--- src/rtl/result_arbiter.sv ---
// rtl/result_arbiter.sv - round-robin collector of worker pixel results onto one frame-buffer write port
// Grants one finished worker at a time, writes its pixel, then acks it; counts pixels for frame completion.
module result_arbiter #(
    parameter int NUM_WORKERS = 16,
    parameter int SCREEN_W    = 640,
    parameter int SCREEN_H    = 480,
    parameter int ITER_BITS   = 8,
    parameter int ADDR_BITS   = 19
) (
    input  logic                                  clk,
    input  logic                                  rst,
    input  logic                                  clear,
    input  logic [NUM_WORKERS-1:0]                jw_done,
    input  logic [NUM_WORKERS-1:0][9:0]           jw_x,
    input  logic [NUM_WORKERS-1:0][9:0]           jw_y,
    input  logic [NUM_WORKERS-1:0][ITER_BITS-1:0] jw_iter,
    output logic [NUM_WORKERS-1:0]                jw_ack,
    output logic                                  wr_req,
    output logic [ADDR_BITS-1:0]                  wr_addr,
    output logic [ITER_BITS-1:0]                  wr_data,
    input  logic                                  wr_ack,
    output logic                                  frame_done,
    output logic                                  oob_err
);

    localparam int IDX_BITS = $clog2(NUM_WORKERS);
    localparam logic [ADDR_BITS-1:0] FRAME_PIX = ADDR_BITS'(SCREEN_W * SCREEN_H);
    localparam logic [ADDR_BITS-1:0] W_ADDR    = ADDR_BITS'(SCREEN_W);
    localparam logic [10:0]          W_LIM     = 11'(SCREEN_W);
    localparam logic [10:0]          H_LIM     = 11'(SCREEN_H);
    localparam logic [IDX_BITS-1:0]  LAST_IDX  = IDX_BITS'(NUM_WORKERS - 1);

    typedef enum logic [1:0] {
        IDLE  = 2'd0,
        WRITE = 2'd1,
        ACK   = 2'd2
    } state_t;

    state_t                state;
    state_t                next_state;
    logic [IDX_BITS-1:0]   rr_ptr;
    logic [IDX_BITS-1:0]   grant_idx;
    logic [ADDR_BITS-1:0]  pix_cnt;

    logic                  found;
    logic [IDX_BITS-1:0]   sel_idx;
    logic [IDX_BITS-1:0]   cand;
    logic [9:0]            sel_x;
    logic [9:0]            sel_y;
    logic [ITER_BITS-1:0]  sel_iter;
    logic                  in_range;
    logic [ADDR_BITS-1:0]  sel_addr;
    logic                  oob_set;
    logic                  pix_inc;

    // First requesting channel at or after rr_ptr, wrapping past the last worker.
    always_comb begin
        found   = 1'b0;
        sel_idx = rr_ptr;
        cand    = '0;
        for (int i = 0; i < NUM_WORKERS; i++) begin
            cand = IDX_BITS'((int'(rr_ptr) + i) % NUM_WORKERS);
            if (!found && jw_done[cand]) begin
                found   = 1'b1;
                sel_idx = cand;
            end
        end
    end

    always_comb begin
        sel_x    = jw_x[sel_idx];
        sel_y    = jw_y[sel_idx];
        sel_iter = jw_iter[sel_idx];
        in_range = ({1'b0, sel_x} < W_LIM) && ({1'b0, sel_y} < H_LIM);
        sel_addr = ADDR_BITS'(sel_y) * W_ADDR + ADDR_BITS'(sel_x);
        oob_set  = (state == IDLE) && found && !in_range;
        pix_inc  = (state == WRITE) && wr_ack;
    end

    always_ff @(posedge clk) begin
        if (rst) begin
            state <= IDLE;
        end else begin
            state <= next_state;
        end
    end

    always_comb begin
        next_state = state;
        case (state)
            IDLE: begin
                if (found) begin
                    next_state = in_range ? WRITE : ACK;
                end
            end
            WRITE: begin
                if (wr_ack) begin
                    next_state = ACK;
                end
            end
            ACK:     next_state = IDLE;
            default: next_state = IDLE;
        endcase
    end

    always_comb begin
        wr_req = (state == WRITE);
        jw_ack = '0;
        if (state == ACK) begin
            jw_ack = NUM_WORKERS'(1) << grant_idx;
        end
    end

    always_ff @(posedge clk) begin
        if (rst) begin
            rr_ptr    <= '0;
            grant_idx <= '0;
            wr_addr   <= '0;
            wr_data   <= '0;
        end else begin
            if (state == IDLE && found) begin
                grant_idx <= sel_idx;
                wr_addr   <= sel_addr;
                wr_data   <= sel_iter;
            end
            if (state == ACK) begin
                rr_ptr <= (grant_idx == LAST_IDX) ? '0 : grant_idx + 1'b1;
            end
        end
    end

    // clear overrides any same-cycle increment or out-of-range detection.
    always_ff @(posedge clk) begin
        if (rst) begin
            pix_cnt    <= '0;
            frame_done <= 1'b0;
            oob_err    <= 1'b0;
        end else if (clear) begin
            pix_cnt    <= '0;
            frame_done <= 1'b0;
            oob_err    <= 1'b0;
        end else begin
            if (oob_set) begin
                oob_err <= 1'b1;
            end
            if (pix_inc && pix_cnt != FRAME_PIX) begin
                pix_cnt <= pix_cnt + 1'b1;
                if (pix_cnt + 1'b1 == FRAME_PIX) begin
                    frame_done <= 1'b1;
                end
            end
        end
    end

endmodule

--- config.mk ---
export PLATFORM = sky130hd
export DESIGN_NAME = result_arbiter
export DESIGN_NICKNAME = d
export VERILOG_FILES = /design/src/rtl/result_arbiter.sv
export SDC_FILE = /design/constraint.sdc
export NUM_CORES = 1
export LEC_CHECK = 0
export ABC_AREA = 0
export BUFFER_PORTS_ARGS = -buffer_cell sky130_fd_sc_hd__buf_2
export CAP_MARGIN = 5
export CELL_PAD_IN_SITES_DETAIL_PLACEMENT = 1
export CELL_PAD_IN_SITES_GLOBAL_PLACEMENT = 1
export CORE_AREA = 2 2 201 203
export CTS_BUF_LIST = sky130_fd_sc_hd__clkbuf_16
export CTS_CLUSTER_DIAMETER = 50
export DETAILED_ROUTE_END_ITERATION = 8
export DIE_AREA = 0 0 203 205
export PLACE_DENSITY_LB_ADDON = 0.25
export SETUP_SLACK_MARGIN = 0.05
export SYNTH_ARGS = -nofsm -noshare
export SYNTH_HDL_FRONTEND = slang
export SYNTH_SLANG_ARGS = --single-unit
--- constraint.sdc ---
create_clock -name clk -period 14.9 [get_ports clk]
set_input_delay 2.98 -clock clk [delete_from_list [all_inputs] [get_ports clk]]
set_output_delay 2.98 -clock clk [all_outputs]
set_load 0.1 [all_outputs]
==> impl_metrics.csv <==
group,metric,value,unit
timing,fin_setup_tns,0,ns
placement,io_buffers,513,
clock_network,h-tree-depth,3,
synth,yosys_warnings,0,
synth,syn_inst,1648,
worst_setup_path,crit_path_max_fanout,44,
synth,avgSynthCellArea,6.67,um2
clock_network,cts.sinks,58,
detailed_routing,viasPerCell,5.65,
job,drv_cap,0,
cells_and_area,area_delta_synth_final,29.8,%
grt,antenna_found_initial,12,
detailed_routing,ant_nets,0,
worst_hold_path,hold_depth,2,
floorplanning,dieArea,41600,um2
timing,rsz0062_at_grt,"no",
synth,synth.distinct_cells,84,
grt,grt_usage,28.9,%
worst_setup_path,r2r_cells,29,
worst_setup_path,start_kind,"input pin",
placement,pre_cts_slack,3.66,ns
timing,maxSlewViolCount,0,
clock_network,numCtsBuffers,9,
clock_network,ctsHoldBuffers,0,
outcome,status,"finished, final reports clean",
timing,setup_violations,0,
synth,ys_seq_elements,58,
clock_network,cts-resized-gates,0,
detailed_routing,vias,14700,
clock_network,clk_latency,0.32,ns
timing,skew,0.00399,ns
placement,hpwl,50.1,mm
worst_setup_path,r2r_start,"rr_ptr[1]$_SDFFE_PP0P_",
worst_setup_path,rrSetupSlack,5.00,ns
detailed_routing,totalWireLength,62.8,mm
timing,hold_viol_final,0,
worst_setup_path,r2r-end,"wr_addr[18]$_SDFFE_PP0P_",
synth,synth.cell_area,11000,um2
synth,ys_seq_area_share,10.6,%
detailed_routing,first_pass_iters,5,
synth,synth-edff-count,0,
worst_hold_path,whs_endpoint,"wr_addr[12]$_SDFFE_PP0P_",
worst_hold_path,worstHoldPathType,"reg -> reg",
clock_network,cts_tree,"done",
synth,synth_nets,2151,
worst_hold_path,worstHoldStart,"wr_addr[12]$_SDFFE_PP0P_",
floorplanning,die_h,205,um
floorplanning,start_util,27.9,%
grt,grt_pass1_wl,92.0,mm
clock_network,clock_path_buffers,2,
timing,timing.final.crit_share,73.6,%
worst_setup_path,arrival,11.20,ns
grt,grt_max_degree,176,
floorplanning,ios,514,
detailed_routing,route.detailed.drc,0,
detailed_routing,drt-initial-drc-count,1133,
clock_network,clk_pin_slew,0.05,ns
worst_setup_path,worstSetupPathType,"in -> reg",
detailed_routing,wl_per_cell,24.1,um
floorplanning,die_w,203,um
timing,max_freq,0.0912,GHz
floorplanning,coreArea,39400,um2
worst_setup_path,end_kind,"flop",
clock_network,cts-root-buf,"clkbuf_16",
cells_and_area,final_nets,2568,
placement,routabilityCongestion,0.925,
timing,slew_headroom,20.4,%
floorplanning,core.rowCount,73,
cells_and_area,layout-drive-gt1-share,32.4,%
timing,fin_crit,10.96,ns
clock_network,post_cts_buffers,0,
timing,setup_ws,3.94,ns
grt,grt-ovfl-total,0,
grt,grt_pass1_vias,14900,
timing,tightest_slew,1.19,ns
synth,ys_async_sr_fraction,0,%
worst_setup_path,required,15.14,ns
synth,synth_ff_type,"dfxtp_1",
==> logic make-up (layout without fill, tap and decap cells) <==
logic type | count (synthesis) | after routing | share of synthesized area [%]
and+or+nand+nor | 919 | 919 | 38.1
xor gates and xnor gates | 57 | 57 | 4.54
AOI/OAI and AO/OA | 321 | 321 | 20.7
adders and majority gates | 35 | 35 | 4.12
DFF | 58 | 58 | 10.6
buffers and inverters | 151 | 573 | 5.84
muxes | 107 | 107 | 16.1
other | 0 | 10 | 0
==> placed cells by master (no fill, tap or decap), types with 6 or more instances in the layout <==
| cell | n |
|---|---|
| buf_2 | 513 |
| xnor2_1 | 29 |
| o22ai_1 | 7 |
| o211ai_1 | 7 |
| a211oi_1 | 14 |
| mux2i_1 | 24 |
| mux2_2 | 30 |
| ha_1 | 32 |
| nor3_1 | 26 |
| a21o_1 | 20 |
| nand4_1 | 21 |
| diode_2 | 10 |
| nand2b_1 | 14 |
| nand3_1 | 220 |
| inv_1 | 19 |
| nor4_1 | 16 |
| nor2_1 | 91 |
| and3_1 | 50 |
| or3_1 | 6 |
| clkbuf_16 | 9 |
| nor2b_1 | 9 |
| a21oi_1 | 38 |
| mux4_2 | 51 |
| dfxtp_1 | 57 |
| nand2_1 | 426 |
| a31oi_1 | 46 |
| a2111oi_0 | 6 |
| buf_4 | 21 |
| xor2_1 | 28 |
| a311oi_1 | 43 |
| and2_1 | 10 |
| o21ai_0 | 72 |
==> synthesized netlist by cell type (5+ instances only) <==
cell type | instances | area (um2)
a2111oi_0 | 6 | 52.6
and2_1 | 10 | 62.6
xor2_1 | 28 | 245
dfxtp_1 | 58 | 1160
nand3_1 | 220 | 1100
a21oi_1 | 38 | 190
o21a_1 | 5 | 37.5
o211ai_1 | 7 | 52.6
nand2_1 | 427 | 1600
o21ai_0 | 72 | 360
mux2_2 | 30 | 338
a31oi_1 | 46 | 288
nor3_1 | 26 | 130
nand4_1 | 21 | 131
mux4_2 | 51 | 1150
a311o_1 | 5 | 50.1
ha_1 | 33 | 413
clkbuf_1 | 73 | 274
inv_1 | 19 | 71.3
nor4_1 | 16 | 100
buf_1 | 18 | 67.6
or3_1 | 6 | 37.5
nand2b_1 | 14 | 87.6
xnor2_1 | 29 | 254
a21o_1 | 20 | 150
nor2_1 | 92 | 345
o21bai_1 | 5 | 37.5
buf_2 | 33 | 165
and3_1 | 50 | 313
nor2b_1 | 10 | 62.6
o22ai_1 | 7 | 43.8
mux2i_1 | 24 | 240
a211oi_1 | 14 | 105
a311oi_1 | 44 | 385
==> layer usage <==
layer  share of wire (%)  vias to the layer above  GRT usage, %
met1                  42                     7192          37.3
met5               0.065                        -             0
met2                  48                      556          47.5
li1                    -                     6886             -
met3                 6.8                       81          6.19
met4                 3.2                        6          10.3
==> layout make-up <==
type / instances / area (um2)
Clock buffer: 9 / 225
Antenna cell: 10 / 25.0
Sequential cell: 58 / 1160
Clock inverter: 7 / 103
Inverter: 21 / 78.8
Tap cell: 525 / 657
Multi-Input combinational cell: 1439 / 9250
Fill cell: 5160 / 25100
Timing Repair Buffer: 536 / 2770
==> critical path, stage by stage <==
cell	delay, ns
buf_2	0.14
mux4_1	0.56
and3_1	0.24
nor4_1	0.71
and2_1	0.32
nor4_1	0.10
o311ai_0	0.73
a311o_1	0.27
buf_4	0.38
nand2b_1	0.18
o21ai_4	0.27
buf_4	0.49
buf_4	0.51
a311oi_1	0.19
a311oi_1	0.30
a31oi_1	0.15
ha_1	0.37
ha_1	0.23
fa_1	0.41
a21o_1	0.19
a21oi_1	0.22
o21bai_1	0.09
a21oi_1	0.22
xnor2_1	0.21
nand3_1	0.14
xnor2_1	0.16
xnor2_1	0.15
a211oi_2	0.22
==> metrics by stage <==
stage | util [%] | instance area [um2] | instances | hold WS [ns]
detailed placement | 35.4 | 13900 | 2579 | 0.451
global placement | 35.4 | 13900 | 2579 | 0.446
global route | 36.2 | 14300 | 2603 | 0.503
finish | 36.3 | 14300 | 2605 | 0.460
CTS | 36.2 | 14200 | 2595 | 0.456
floorplan | - | 11000 | 1648 | 0.488
==> state kept, by name (all words and copies together) (netlist names) <==
signal	cells
frame_done	1
grant_idx	4
oob_err	1
pix_cnt	19
rr_ptr	4
state	2
wr_addr	19
wr_data	8
==> how the worst max path moves through the flow <==
stage	startpoint	endpoint	cells past startpoint
after floorplan	jw_done[11]	wr_addr[18]$_SDFFE_PP0P_	28
after global placement	jw_done[11]	wr_addr[18]$_SDFFE_PP0P_	29
after detailed placement	jw_done[11]	wr_addr[18]$_SDFFE_PP0P_	29
after CTS	jw_done[11]	wr_addr[18]$_SDFFE_PP0P_	29
after global routing	jw_done[11]	wr_addr[18]$_SDFFE_PP0P_	29
final	jw_done[11]	wr_addr[18]$_SDFFE_PP0P_	28
Power is left out: the tool's default activity adds up to more than one toggle a clock period on the data nets, which glitch-free logic cannot reach.
